===== config.mk =====
export PLATFORM = sky130hd
export DESIGN_NAME = core_run_ctrl
export DESIGN_NICKNAME = d
export VERILOG_FILES = /design/src/rtl/core_run_pkg.sv /design/src/rtl/halt_tracker.sv /design/src/rtl/core_run_ctrl.sv
export SDC_FILE = /design/constraint.sdc
export NUM_CORES = 1
export LEC_CHECK = 0
export CORE_MARGIN = 2
export CORE_UTILIZATION = 40
export CTS_CLUSTER_DIAMETER = 100
export DETAILED_ROUTE_END_ITERATION = 12
export HOLD_SLACK_MARGIN = 0.1
export PLACE_DENSITY = 0.73
export SETUP_SLACK_MARGIN = 0.5
export SYNTH_ARGS = -nofsm -noshare
export SYNTH_HDL_FRONTEND = slang
export SYNTH_SLANG_ARGS = --single-unit

===== constraint.sdc =====
create_clock -name clk -period 5.02 [get_ports clk]
set_input_delay 1.004 -clock clk [delete_from_list [all_inputs] [get_ports clk]]
set_output_delay 1.004 -clock clk [all_outputs]
set_load 0.05 [all_outputs]

===== src/rtl/core_run_pkg.sv =====
// Shared definitions for the core run controller: FSM state encoding and
// core reset level helper, reused by RTL and benches.
package core_run_pkg;

  typedef enum logic [1:0] {
    IDLE = 2'd0,
    HOLD = 2'd1,
    RUN  = 2'd2,
    DONE = 2'd3
  } run_state_t;

  // Maps a logical "reset asserted" flag onto the physical core_rst level.
  function automatic logic rst_level(input int unsigned pol, input logic on);
    return (pol != 0) ? on : ~on;
  endfunction

endpackage


===== src/rtl/halt_tracker.sv =====
// Per-hart halt latch: records the first halt strobe of a run and its code,
// and reports whether that hart has contributed a non-pass code.
module halt_tracker #(
  parameter int unsigned       CODE_W    = 32,
  parameter logic [CODE_W-1:0] PASS_CODE = CODE_W'(1)
) (
  input  logic              clk,
  input  logic              rst,
  input  logic              clear,
  input  logic              en,
  input  logic              halt_valid,
  input  logic [CODE_W-1:0] halt_code,
  output logic              halted,
  output logic              halted_nxt_c,
  output logic              bad_c
);

  logic [CODE_W-1:0] code;
  logic              take_c;

  // Only the first strobe in a run is captured; later ones are dropped.
  assign take_c = en && halt_valid && !halted;

  always_ff @(posedge clk or posedge rst) begin
    if (rst) begin
      halted <= 1'b0;
      code   <= '0;
    end else if (clear) begin
      halted <= 1'b0;
      code   <= '0;
    end else if (take_c) begin
      halted <= 1'b1;
      code   <= halt_code;
    end
  end

  // Look-ahead views so the controller can act on a halt in the same cycle.
  assign halted_nxt_c = halted || take_c;
  assign bad_c        = (halted && (code != PASS_CODE)) ||
                        (take_c && (halt_code != PASS_CODE));

endmodule


===== src/rtl/core_run_ctrl.sv =====
// Run controller: holds the core(s) in reset, releases them, counts run
// cycles and reports pass/fail/timeout once every hart halts or budget expires.
module core_run_ctrl
  import core_run_pkg::*;
#(
  parameter int unsigned       NUM_HARTS    = 1,
  parameter int unsigned       RESET_CYCLES = 4,
  parameter int unsigned       MAX_CYCLES   = 5000,
  parameter int unsigned       CNT_W        = 32,
  parameter int unsigned       CODE_W       = 32,
  parameter logic [CODE_W-1:0] PASS_CODE    = CODE_W'(1),
  parameter int unsigned       CORE_RST_POL = 1
) (
  input  logic                        clk,
  input  logic                        rst,
  input  logic                        start,
  input  logic [NUM_HARTS-1:0]        halt_valid,
  input  logic [NUM_HARTS*CODE_W-1:0] halt_code,
  output logic                        core_rst,
  output logic                        running,
  output logic                        done,
  output logic                        pass,
  output logic                        timeout,
  output logic [NUM_HARTS-1:0]        halted,
  output logic [CNT_W-1:0]            cycle_count
);

  localparam int unsigned      HOLD_W    = $clog2(RESET_CYCLES + 1);
  localparam logic [HOLD_W-1:0] HOLD_LAST = HOLD_W'(RESET_CYCLES);
  localparam logic [CNT_W-1:0]  CNT_MAX   = CNT_W'(MAX_CYCLES);
  localparam logic              RST_ON    = rst_level(CORE_RST_POL, 1'b1);
  localparam logic              RST_OFF   = rst_level(CORE_RST_POL, 1'b0);

  run_state_t           state;
  logic [HOLD_W-1:0]    hold_cnt;
  logic                 run_c;
  logic                 clear_c;
  logic                 at_max_c;
  logic                 all_halted_c;
  logic                 any_bad_c;
  logic [NUM_HARTS-1:0] halted_nxt_c;
  logic [NUM_HARTS-1:0] bad_c;

  assign run_c        = (state == RUN);
  assign clear_c      = start && ((state == IDLE) || (state == DONE));
  assign at_max_c     = (cycle_count == CNT_MAX);
  assign all_halted_c = &halted_nxt_c;
  assign any_bad_c    = |bad_c;

  for (genvar i = 0; i < NUM_HARTS; i++) begin : g_hart
    halt_tracker #(
      .CODE_W    (CODE_W),
      .PASS_CODE (PASS_CODE)
    ) u_trk (
      .clk          (clk),
      .rst          (rst),
      .clear        (clear_c),
      .en           (run_c),
      .halt_valid   (halt_valid[i]),
      .halt_code    (halt_code[i*CODE_W +: CODE_W]),
      .halted       (halted[i]),
      .halted_nxt_c (halted_nxt_c[i]),
      .bad_c        (bad_c[i])
    );
  end

  // Sequencer with registered status outputs.
  always_ff @(posedge clk or posedge rst) begin
    if (rst) begin
      state       <= IDLE;
      hold_cnt    <= '0;
      core_rst    <= RST_ON;
      running     <= 1'b0;
      done        <= 1'b0;
      pass        <= 1'b0;
      timeout     <= 1'b0;
      cycle_count <= '0;
    end else begin
      case (state)
        IDLE, DONE: begin
          if (start) begin
            state       <= HOLD;
            hold_cnt    <= '0;
            core_rst    <= RST_ON;
            running     <= 1'b0;
            done        <= 1'b0;
            pass        <= 1'b0;
            timeout     <= 1'b0;
            cycle_count <= '0;
          end
        end
        HOLD: begin
          // One clearing cycle plus RESET_CYCLES hold cycles before release.
          if (hold_cnt == HOLD_LAST) begin
            state    <= RUN;
            core_rst <= RST_OFF;
            running  <= 1'b1;
          end else begin
            hold_cnt <= hold_cnt + HOLD_W'(1);
          end
        end
        RUN: begin
          // Count saturates at the budget so a timeout reports exactly MAX_CYCLES.
          if (!at_max_c) begin
            cycle_count <= cycle_count + CNT_W'(1);
          end
          // A final halt landing on the budget cycle beats the timeout.
          if (all_halted_c || at_max_c) begin
            state    <= DONE;
            core_rst <= RST_ON;
            running  <= 1'b0;
            done     <= 1'b1;
            timeout  <= !all_halted_c;
            pass     <= all_halted_c && !any_bad_c;
          end
        end
        default: begin
          state <= IDLE;
        end
      endcase
    end
  end

endmodule


Yosys cells after proc, flatten, opt, wreduce, memory -nomap -nowiden
Cells that the tools add are included.
{ "classes": {"n_reduce_logical": 22, "n_addsub": 2, "eq_ne": 12, "n_mux": 27} }
{ "op_table": {"columns": ["op", "n"], "rows": [
  ["two-way mux 32 bit", 4],
  ["inequality test 32 x 1 -> 1 bit (second input constant)", 2],
  ["case mux 32 bit (2 select lines)", 1],
  ["adder 32 x 1 -> 32 bit (second input constant)", 1],
  ["== test 32 x 13 -> 1 bit (second input constant)", 1],
  ["AND reduction 3 bit", 4],
  ["two-way mux 1 bit", 10],
  ["inequality test 2 bit (second input constant)", 5],
  ["logical AND 1 bit", 6],
  ["two-way mux 2 bit", 3],
  ["two-way mux 3 bit", 2],
  ["case mux 1 bit (2 select lines)", 3],
  ["case mux 1 bit (3 select lines)", 2],
  ["case mux 2 bit (3 select lines)", 1],
  ["case mux 3 bit (2 select lines)", 1],
  ["nonzero test 2 bit", 3],
  ["== test 2 bit (second input constant)", 2],
  ["logical OR 1 bit", 4],
  ["adder 3 x 1 -> 3 bit (second input constant)", 1],
  ["== test 3 bit (second input constant)", 1],
  ["logical NOT 1 bit", 3],
  ["== test 2 x 1 -> 1 bit (second input constant)", 1],
  ["logical NOT 2 bit", 1],
  ["OR reduction 2 bit", 1]
]} }
{ "totals": {"register_bits": 75, "input_bits": 36, "out_inout_bits": 38, "wordCells": 73} }

Longest topological paths before layout
Gate-level depths: netlist of run 1.
{ "logic_depth": {"depth_word": 9, "depth_mapped": 9, "mapped_depth_nobuf": 7} }

Cells and area by module
Synthesis of run 1 repeated with hierarchy kept, for this count alone.
{ "hier_totals": {"cells_unflattened": 453, "area_unflattened_um2": 4108.9} }
{ "by_module_without_submodules": {"columns": ["mod", "area_per_inst_um2", "cells_each", "instances", "seq_area_each_um2"], "rows": [
  ["core_run_ctrl", 2544.9, 284, 1, 1052.3],
  ["halt_tracker", 1564.0, 169, 1, 825.8]
]} }

Worst setup path after synthesis of run 1
No wires, ideal clock.
{ "synth_timing": {"path_type": "input to register", "from": "input port start", "to": "register timeout", "t_required_ns": 4.898, "setup_slack_ns": 2.616, "arrival_ns": 2.282, "setup_ns": 0.122, "cell_stages": 7, "path_cell_list": "clkbuf_1 and2_1 buf_2 a21oi_1 clkbuf_1 nor3_1 o22a_1"} }
{ "synth_between": {"elab_chain_cells": 2} }
{ "synth_rtl": {"columns": ["item", "line_no", "source"], "rows": [
  ["start: declaration", "core_run_ctrl.sv:16", "input logic start,"],
  ["inequality test 2 bit (no line)", null, null],
  ["AND reduction 3 bit (no line)", null, null],
  ["end signal: assignment", "core_run_ctrl.sv:113", "timeout <= !all_halted_c;"],
  ["end: declaration", "core_run_ctrl.sv:23", "output logic timeout,"]
]} }
Every way passes these cells.
A chain may end at the register's enable or synchronous reset.

Worst setup path after layout of run 1
{ "layout_timing": {"from": "input port start", "to": "register cycle_count[15]"} }
{ "layout_between": {"elab_chain_cells": 2} }
{ "layout_rtl": {"columns": ["item", "line_no", "source"], "rows": [
  ["inequality test 2 bit (no line)", null, null],
  ["AND reduction 3 bit (no line)", null, null],
  ["end signal: assignment", "core_run_ctrl.sv:105", "cycle_count <= cycle_count + CNT_W'(1);"],
  ["end: declaration", "core_run_ctrl.sv:25", "output logic [CNT_W-1:0] cycle_count"]
]} }
Every way passes these cells.

==> impl_metrics.prom, run 1 <==
# TYPE chip_impl_metric gauge
chip_impl_metric{name="relSlewSlack",unit=""} 0.341
chip_impl_metric{name="setup_violations",unit=""} 0
chip_impl_metric{name="power.switching_fraction",unit=""} 0.408
chip_impl_info{name="main_flop_type_after_synthesis",value="dfrtp_1"} 1
chip_impl_metric{name="antenna_violations_before_repair",unit=""} 0
chip_impl_metric{name="critPathMaxFanout",unit=""} 20
chip_impl_metric{name="max_stage_delay",unit="ns"} 0.62
chip_impl_metric{name="cts_hold_buf",unit=""} 0
chip_impl_metric{name="share_of_post_route_cells_with_drive_strength_above_1",unit=""} 0.0584
chip_impl_metric{name="synth_compound_gate_area_share",unit=""} 0.191
chip_impl_metric{name="cp.arrival",unit="ns"} 3.40
chip_impl_metric{name="drv_cap",unit=""} 0
chip_impl_info{name="outcome",value="complete, no violations"} 1
chip_impl_metric{name="cts.repair_timing.setup_buffer_count",unit=""} 0
chip_impl_metric{name="fin_nets",unit=""} 552
chip_impl_metric{name="max-vdd-ir-drop",unit="V"} 0.000174
chip_impl_info{name="crit_path_start_kind",value="input pin"} 1
chip_impl_metric{name="route.vias.total",unit=""} 3722
chip_impl_metric{name="syn_area",unit="µm²"} 3900
chip_impl_info{name="hold_class",value="reg2reg"} 1
chip_impl_metric{name="chipHeight",unit="µm"} 103
chip_impl_metric{name="std_cell_rows",unit=""} 36
chip_impl_metric{name="top_level_ports",unit=""} 74
chip_impl_metric{name="insertedDiodeCount",unit=""} 0
chip_impl_metric{name="floorplan.initialDensity",unit=""} 0.405
chip_impl_metric{name="worst_pin_slew",unit="ns"} 0.987
chip_impl_metric{name="floorplan.core_area",unit="µm²"} 9640
chip_impl_metric{name="critical_path_required",unit="ns"} 5.30
chip_impl_metric{name="fp.dieW",unit="µm"} 103
chip_impl_metric{name="globalRouteMet2Util",unit=""} 0.340
chip_impl_metric{name="synth_cells",unit=""} 442
chip_impl_metric{name="pwr-share-seq",unit=""} 0.385
chip_impl_metric{name="layout.filler_cells",unit=""} 959
chip_impl_metric{name="syn-mean-instance-area",unit="µm²"} 8.83
chip_impl_info{name="critical_path_cell_list",value="clkdlybuf4s50_1, mux2_2, nand2_1, o21bai_1, or3_1, o21ai_0"} 1
chip_impl_info{name="synth_top_cells_by_count",value="98 x nand2_1, 74 x dfrtp_1, 43 x a21oi_1"} 1
chip_impl_metric{name="finalHoldViolCount",unit=""} 0
chip_impl_info{name="crit_path_top_delay_cell",value="clkdlybuf4s50_1"} 1
chip_impl_metric{name="firstDrtPassIters",unit=""} 7
chip_impl_info{name="netlist_top_cells_area",value="dfrtp_1 47%, nand2_1 9.4%, a21oi_1 5.5%, o21ai_0 3.3%, nor4_1 3.2%"} 1
chip_impl_info{name="most_frequent_cell_after_synthesis",value="nand2_1"} 1
chip_impl_metric{name="synth_seq_cells",unit=""} 75
chip_impl_info{name="worstSetupEndpointType",value="register"} 1
chip_impl_metric{name="yosys_warnings",unit=""} 0
chip_impl_metric{name="area_fraction_of_the_dominant_cell_type_after_synthesis",unit=""} 0.475
chip_impl_metric{name="fmax",unit="MHz"} 321
chip_impl_metric{name="met3_usage",unit=""} 0.0481
chip_impl_metric{name="report.final.slew_viol_count",unit=""} 0
chip_impl_metric{name="port_buffers",unit=""} 73
chip_impl_metric{name="gp_routability_congestion",unit=""} 0.910
chip_impl_metric{name="cts_num_sinks",unit=""} 75
chip_impl_metric{name="synth.net_count",unit=""} 485
chip_impl_metric{name="htree_num_levels",unit=""} 3
chip_impl_metric{name="power_density",unit="nW/µm²"} 440
chip_impl_metric{name="synth_enable_flop_cells",unit=""} 0
chip_impl_metric{name="dp_worst_setup_slack",unit="ns"} 1.59
chip_impl_metric{name="power_leakage",unit="µW"} 0.00197
chip_impl_metric{name="power.share.clock",unit=""} 0.227
chip_impl_metric{name="clk_latency",unit="ns"} 0.35
chip_impl_metric{name="viasPerCell",unit=""} 5.75
chip_impl_metric{name="die-area",unit="µm²"} 10600
chip_impl_metric{name="final.min_clock_period",unit="ns"} 3.12
chip_impl_metric{name="adder_and_majority_gate_portion_of_the_synthesized_area",unit=""} 0.0224
chip_impl_metric{name="drt-total-wl",unit="µm"} 10500
chip_impl_metric{name="clock_tree.buffer_depth",unit=""} 2
chip_impl_info{name="tritoncts",value="built"} 1
chip_impl_metric{name="yosysSeqAreaShare",unit=""} 0.481
chip_impl_metric{name="synth.lib_cells_used.distinct",unit=""} 51
chip_impl_metric{name="total_overflow_reported_by_the_global_router",unit=""} 0
chip_impl_metric{name="timing.setup.tns",unit="ns"} 0
chip_impl_metric{name="cts_made_buffers",unit=""} 9
chip_impl_metric{name="drt-initial-drc-count",unit=""} 220
chip_impl_info{name="largest_family_of_logic_cells_by_synthesized_area",value="simple AND/OR/NAND/NOR gates"} 1
chip_impl_metric{name="clock-skew-final",unit="ns"} 0.00972
chip_impl_metric{name="power.share.combinational",unit=""} 0.388
chip_impl_metric{name="groute.layer.met1.usage",unit=""} 0.288
chip_impl_metric{name="post_synth_xor_xnor_area",unit=""} 0
chip_impl_metric{name="grt_pass1_wl",unit="µm"} 17600
chip_impl_info{name="cts.root.buffer_cell",value="clkbuf_8"} 1
chip_impl_metric{name="total_switching_power",unit="µW"} 890
chip_impl_info{name="worst-setup-path-type",value="in2reg"} 1
chip_impl_metric{name="power",unit="µW"} 2180
chip_impl_metric{name="vias_in_the_first_global_route",unit=""} 3580
chip_impl_metric{name="dp.final_hpwl",unit="µm"} 7140
chip_impl_metric{name="detail_route.drc_violations",unit=""} 0
chip_impl_metric{name="antenna_violating_nets_post_route",unit=""} 0
chip_impl_metric{name="worst_setup_hold_path_clk_slew",unit="ns"} 0.09
chip_impl_info{name="globalRoute.busiestLayer",value="met2"} 1
chip_impl_metric{name="area.growth.synth_to_final",unit="%"} 27.1
chip_impl_metric{name="wl_per_cell",unit="µm"} 16.2
chip_impl_metric{name="pint",unit="µW"} 1290
chip_impl_metric{name="hold-worst-slack",unit="ns"} 0.489
chip_impl_metric{name="async_reset_ff_frac",unit=""} 1.00
chip_impl_metric{name="largest_net_degree_at_the_start_of_global_routing",unit=""} 49
chip_impl_metric{name="fin_crit_sh",unit=""} 0.621
chip_impl_info{name="grt_setup_unrepaired",value="false"} 1
chip_impl_info{name="yosys.area.top_type",value="dfrtp_1"} 1
chip_impl_metric{name="post_cts.resized_instances",unit=""} 0
chip_impl_metric{name="setup_slack",unit="ns"} 1.90
chip_impl_metric{name="mux_share_of_post_synthesis_cell_area",unit=""} 0.00545
chip_impl_metric{name="synthSimpleGateAreaFrac",unit=""} 0.257
chip_impl_metric{name="globalRouteTotalUtil",unit=""} 0.210
-- sequential cells by signal, indices dropped and copies added, names as in the netlist --
signal	flops
g_hart.u_trk.code	32
state	2
running	1
done	1
core_rst	1
pass	1
hold_cnt	3
g_hart.u_trk.halted	1
cycle_count	32
timeout	1
-- layout by cell type, fill, tap and decap left out, drive strengths merged, types with 2 or more instances in the layout --
cell type / Yosys / routed
nor3: 7 / 7
nand4: 13 / 13
nor2: 7 / 7
o41ai: 8 / 8
o2bb2ai: 2 / 2
and4: 3 / 3
dfrtp: 74 / 74
or3: 2 / 2
a21oi: 43 / 43
o31ai: 10 / 10
inv: 17 / 19
clkdlybuf4s50: 0 / 73
nand3: 22 / 22
nand2: 98 / 98
a21o: 3 / 3
nor4b: 3 / 3
buf: 5 / 6
o21ai: 26 / 26
and3: 3 / 3
a31oi: 4 / 4
or4: 6 / 6
nor3b: 2 / 2
clkinv: 1 / 2
nor4: 20 / 20
o211ai: 9 / 9
ha: 7 / 7
clkinvlp: 0 / 2
clkbuf: 18 / 10
a2bb2oi: 2 / 2
and2: 6 / 6
o311ai: 4 / 4
-- final cells by class --
class	instances	area, µm²	area share
multi-input cells	326	1860	0.376
well taps	133	166	0.0336
flip-flops and latches	75	1880	0.379
repair buffers	79	776	0.156
inverters	18	67.6	0.0136
clock buffers	10	138	0.0277
clock inverters	6	71.3	0.0144
-- critical path: cells and delay by family --
kind                   cells  cell delay (ns)
AOI/OAI and AO/OA          2             0.54
buffers and inverters      1             0.62
muxes                      1             0.40
and+or+nand+nor            2             0.82
-- path summary, 6_finish.rpt --
path | endpoint | slack [ns] | cells past startpoint | startpoint
max | cycle_count[15] | 1.90 | 6 | start
min | core_rst | 0.49 | 1 | core_rst
max reg2reg | cycle_count[15] | 2.25 | 7 | state[0]
min reg2reg | core_rst | 0.49 | 1 | core_rst
max in group asynchronous | cycle_count[7] | 2.87 | 3 | rst
min in group asynchronous | cycle_count[25] | 1.20 | 2 | rst
-- metal layers --
metal / routed length [µm] / vias to the layer above
li1: - / 1760
met5: 0 / -
met2: 4810 / 150
met3: 786 / 20
met1: 4700 / 1792
met4: 169 / 0
-- through the flow --
step,util,cell area (µm²),cells
5_1_grt,0.515,4960,647
6_report,0.515,4960,647
3_5_place_dp,0.493,4750,631
3_3_place_gp,0.493,4750,631
2_1_floorplan,-,3900,442
4_1_cts,0.515,4960,647
-- cell families after synthesis --
logic type,Yosys count
DFF,75
buffers and inverters,41
adders and majority gates,7
muxes,2
AOI/OAI and AO/OA,119
and+or+nand+nor,198
-- power by group through the flow --
stage	combinational, µW	clock (µW)	sequential [µW]
6_report	847	495	839
5_1_grt	947	531	861
4_1_cts	853	506	840
3_5_place_dp	846	0	853
3_3_place_gp	824	0	842
2_1_floorplan	530	0	908
Note: power is estimated with default switching activity, not from simulation.
==> run 2, diff against run 1 <==
PLACE_DENSITY = 0.75   (was 0.73)
clock period = 2.51 ns   (was 5.02 ns; I/O delays follow)
==> run 2 against run 1 <==
Register-to-register slack worse by 1.7 ns. Wire length up 3.4%. Highest routed layer unchanged. Flip-flop and latch count unchanged. Hold slack better by 0.0046 ns. Critical endpoint is now cycle_count[19].
==> impl_metrics.prom, run 2 (synthesis gave the netlist of run 1 again) <==
# TYPE chip_impl_metric gauge
chip_impl_info{name="crit_path_top_delay_cell",value="dlygate4sd2_1"} 1
chip_impl_metric{name="cts_num_sinks",unit=""} 75
chip_impl_metric{name="timing.critical_path.depth",unit=""} 1
chip_impl_metric{name="critical_path.n_buffers_inverters",unit=""} 1
chip_impl_metric{name="grt_pass1_wl",unit="µm"} 17600
chip_impl_info{name="crit_start",value="cycle_count[19]"} 1
chip_impl_metric{name="power.share.combinational",unit=""} 0.414
chip_impl_metric{name="die-area",unit="µm²"} 10600
chip_impl_metric{name="worst_setup_hold_path_clk_slew",unit="ns"} 0.09
chip_impl_metric{name="top_level_ports",unit=""} 74
chip_impl_metric{name="floorplan.core_area",unit="µm²"} 9640
chip_impl_metric{name="antenna_violating_nets_post_route",unit=""} 0
chip_impl_metric{name="vias_in_the_first_global_route",unit=""} 3762
chip_impl_metric{name="power.switching_fraction",unit=""} 0.420
chip_impl_metric{name="clock-skew-final",unit="ns"} 0.0107
chip_impl_metric{name="fp.dieW",unit="µm"} 103
chip_impl_info{name="cts.root.buffer_cell",value="clkbuf_8"} 1
chip_impl_metric{name="viasPerCell",unit=""} 5.76
chip_impl_metric{name="wl_per_cell",unit="µm"} 16.2
chip_impl_metric{name="critPathMaxFanout",unit=""} 8
chip_impl_info{name="crit_path_end",value="cycle_count[19]"} 1
chip_impl_metric{name="largest_net_degree_at_the_start_of_global_routing",unit=""} 35
chip_impl_metric{name="power_density",unit="nW/µm²"} 853
chip_impl_metric{name="final_design_area_no_fill",unit="µm²"} 5150
chip_impl_metric{name="setup_violations",unit=""} 0
chip_impl_metric{name="detailed_place.area",unit="µm²"} 4890
chip_impl_metric{name="cts_made_buffers",unit=""} 9
chip_impl_info{name="grt_setup_unrepaired",value="true"} 1
chip_impl_info{name="final_common_cell",value="nand2_1"} 1
chip_impl_metric{name="post_layout_nonfiller_instances",unit=""} 668
chip_impl_metric{name="pint",unit="µW"} 2550
chip_impl_metric{name="port_buffers",unit=""} 73
chip_impl_metric{name="detail_route.drc_violations",unit=""} 0
chip_impl_metric{name="power.share.clock",unit=""} 0.201
chip_impl_metric{name="floorplan.initialDensity",unit=""} 0.405
chip_impl_metric{name="max-vdd-ir-drop",unit="V"} 0.000398
chip_impl_metric{name="htree_num_levels",unit=""} 3
chip_impl_metric{name="worst_r2r_path_depth",unit=""} 5
chip_impl_metric{name="max_stage_delay",unit="ns"} 0.57
chip_impl_metric{name="gp_routability_congestion",unit=""} 0.847
chip_impl_metric{name="area.growth.synth_to_final",unit="%"} 31.9
chip_impl_metric{name="fmax",unit="MHz"} 508
chip_impl_metric{name="std_cell_rows",unit=""} 36
chip_impl_metric{name="critical_path_required",unit="ns"} 2.01
chip_impl_info{name="tritoncts",value="built"} 1
chip_impl_info{name="timing.critical_path.max_delay_family",value="buffers and inverters"} 1
chip_impl_metric{name="fin_crit_sh",unit=""} 0.784
chip_impl_metric{name="dp.final_hpwl",unit="µm"} 7570
chip_impl_info{name="biggestRegsByFlops",value="cycle_count: 32 flops, g_hart.u_trk.code: 32 flops, hold_cnt: 3 flops"} 1
chip_impl_metric{name="timing.setup.tns",unit="ns"} 0
chip_impl_metric{name="power_leakage",unit="µW"} 0.00223
chip_impl_metric{name="drv_cap",unit=""} 0
chip_impl_metric{name="insertedDiodeCount",unit=""} 0
chip_impl_metric{name="antenna_violations_before_repair",unit=""} 0
chip_impl_info{name="worstSetupEndpointType",value="primary output"} 1
chip_impl_metric{name="final.min_clock_period",unit="ns"} 1.97
chip_impl_metric{name="hold-worst-slack",unit="ns"} 0.494
chip_impl_info{name="crit_path_start_kind",value="register"} 1
chip_impl_info{name="hold_class",value="in2async"} 1
chip_impl_metric{name="drt-total-wl",unit="µm"} 10800
chip_impl_metric{name="worst-r2r-setup-slack",unit="ns"} 0.59
chip_impl_metric{name="pwr-share-seq",unit=""} 0.385
chip_impl_metric{name="dpl.cell_count",unit=""} 643
chip_impl_info{name="critical_path_cell_list",value="dlygate4sd2_1"} 1
chip_impl_metric{name="total_overflow_reported_by_the_global_router",unit=""} 0
chip_impl_metric{name="finalHoldViolCount",unit=""} 0
chip_impl_info{name="worst-setup-path-type",value="reg2out"} 1
chip_impl_metric{name="total_switching_power",unit="µW"} 1840
chip_impl_metric{name="firstDrtPassIters",unit=""} 5
chip_impl_metric{name="cp.arrival",unit="ns"} 1.47
chip_impl_info{name="worst_r2r_startpoint",value="cycle_count[4]"} 1
chip_impl_metric{name="worst_pin_slew",unit="ns"} 0.553
chip_impl_metric{name="drt-initial-drc-count",unit=""} 229
chip_impl_metric{name="route.vias.total",unit=""} 3851
chip_impl_info{name="reg2reg_to",value="cycle_count[17]"} 1
chip_impl_metric{name="report.final.slew_viol_count",unit=""} 0
chip_impl_metric{name="globalRouteTotalUtil",unit=""} 0.211
chip_impl_metric{name="share_of_post_route_cells_with_drive_strength_above_1",unit=""} 0.140
chip_impl_metric{name="chipHeight",unit="µm"} 103
chip_impl_metric{name="clk_latency",unit="ns"} 0.36
chip_impl_info{name="layout.cells.most_common_list",value="98 x nand2_1, 57 x dfrtp_1, 43 x a21oi_1"} 1
chip_impl_metric{name="relSlewSlack",unit=""} 0.633
chip_impl_info{name="outcome",value="complete, no violations"} 1
chip_impl_metric{name="clock_tree.buffer_depth",unit=""} 2
chip_impl_metric{name="fin_nets",unit=""} 573
[run 2: cell count changes in the layout (fill, tap and decap cells not counted), moves of 17 or more]
cell and change:
dfrtp_1 -17, buf_4 +17, dlygate4sd2_1 +38, dfrtp_2 +17, clkdlybuf4s50_1 -38
[run 2: metal layers]
metal  global-route usage  part of all wire  wire length (µm)  up-vias
li1                     -                 -                 -     1807
met1                0.283              0.44              4720     1854
met2                0.337              0.47              5110      166
met3               0.0508             0.074               797       24
met4               0.0719             0.019               210        0
met5                    0                 0                 0        -
[run 2: power by group through the flow]
stage	combinational [µW]	sequential, µW	clock (µW)
after global routing	2020	1730	952
after CTS	1770	1680	899
after floorplan	1060	1820	0
after global placement	1740	1690	0
after detailed placement	1790	1710	0
final	1820	1690	882
[run 2: worst register-to-register path, stage by stage, from the launching register on]
cell	delay [ns]
dfrtp_2	0.44
nand3_1	0.27
or4b_1	0.68
o21ai_0	0.19
nand2_1	0.07
a21o_1	0.17
[run 2: how the worst min path moves through the flow]
| stage | startpoint | to | slack, ns | cells past startpoint |
|---|---|---|---|---|
| after floorplan | hold_cnt[0] | hold_cnt[0] | 0.49 | 1 |
| after global placement | timeout | timeout | 0.47 | 1 |
| after detailed placement | core_rst | core_rst | 0.49 | 1 |
| after CTS | rst | cycle_count[30] | 0.50 | 2 |
| after global routing | rst | cycle_count[29] | 0.50 | 2 |
| final | rst | cycle_count[30] | 0.49 | 2 |
[run 2: timing repair]
action	CTS	global route
setup buffers	2	7
pin swaps	1	4
hold buffers	0	0
gates resized for setup	40	13
setup endpoints to repair	46	20
[run 2: cell type report]
type                       instances  area, µm²
timing repair buffer             100        922
fill                             931       4490
tap                              133        166
sequential                        75       1900
clock inverter                     7       58.8
clock buffer                       9        124
multi-input combinational        326       1910
inverter                          18       71.3
[run 2: through the flow]
stage	total power [µW]	setup slack (ns)	util
detailed placement	3500	0.337	0.507
global route	4700	0.454	0.534
global placement	3430	0.378	0.507
finish	4390	0.542	0.534
CTS	4350	0.501	0.524
floorplan	2880	0.491	-
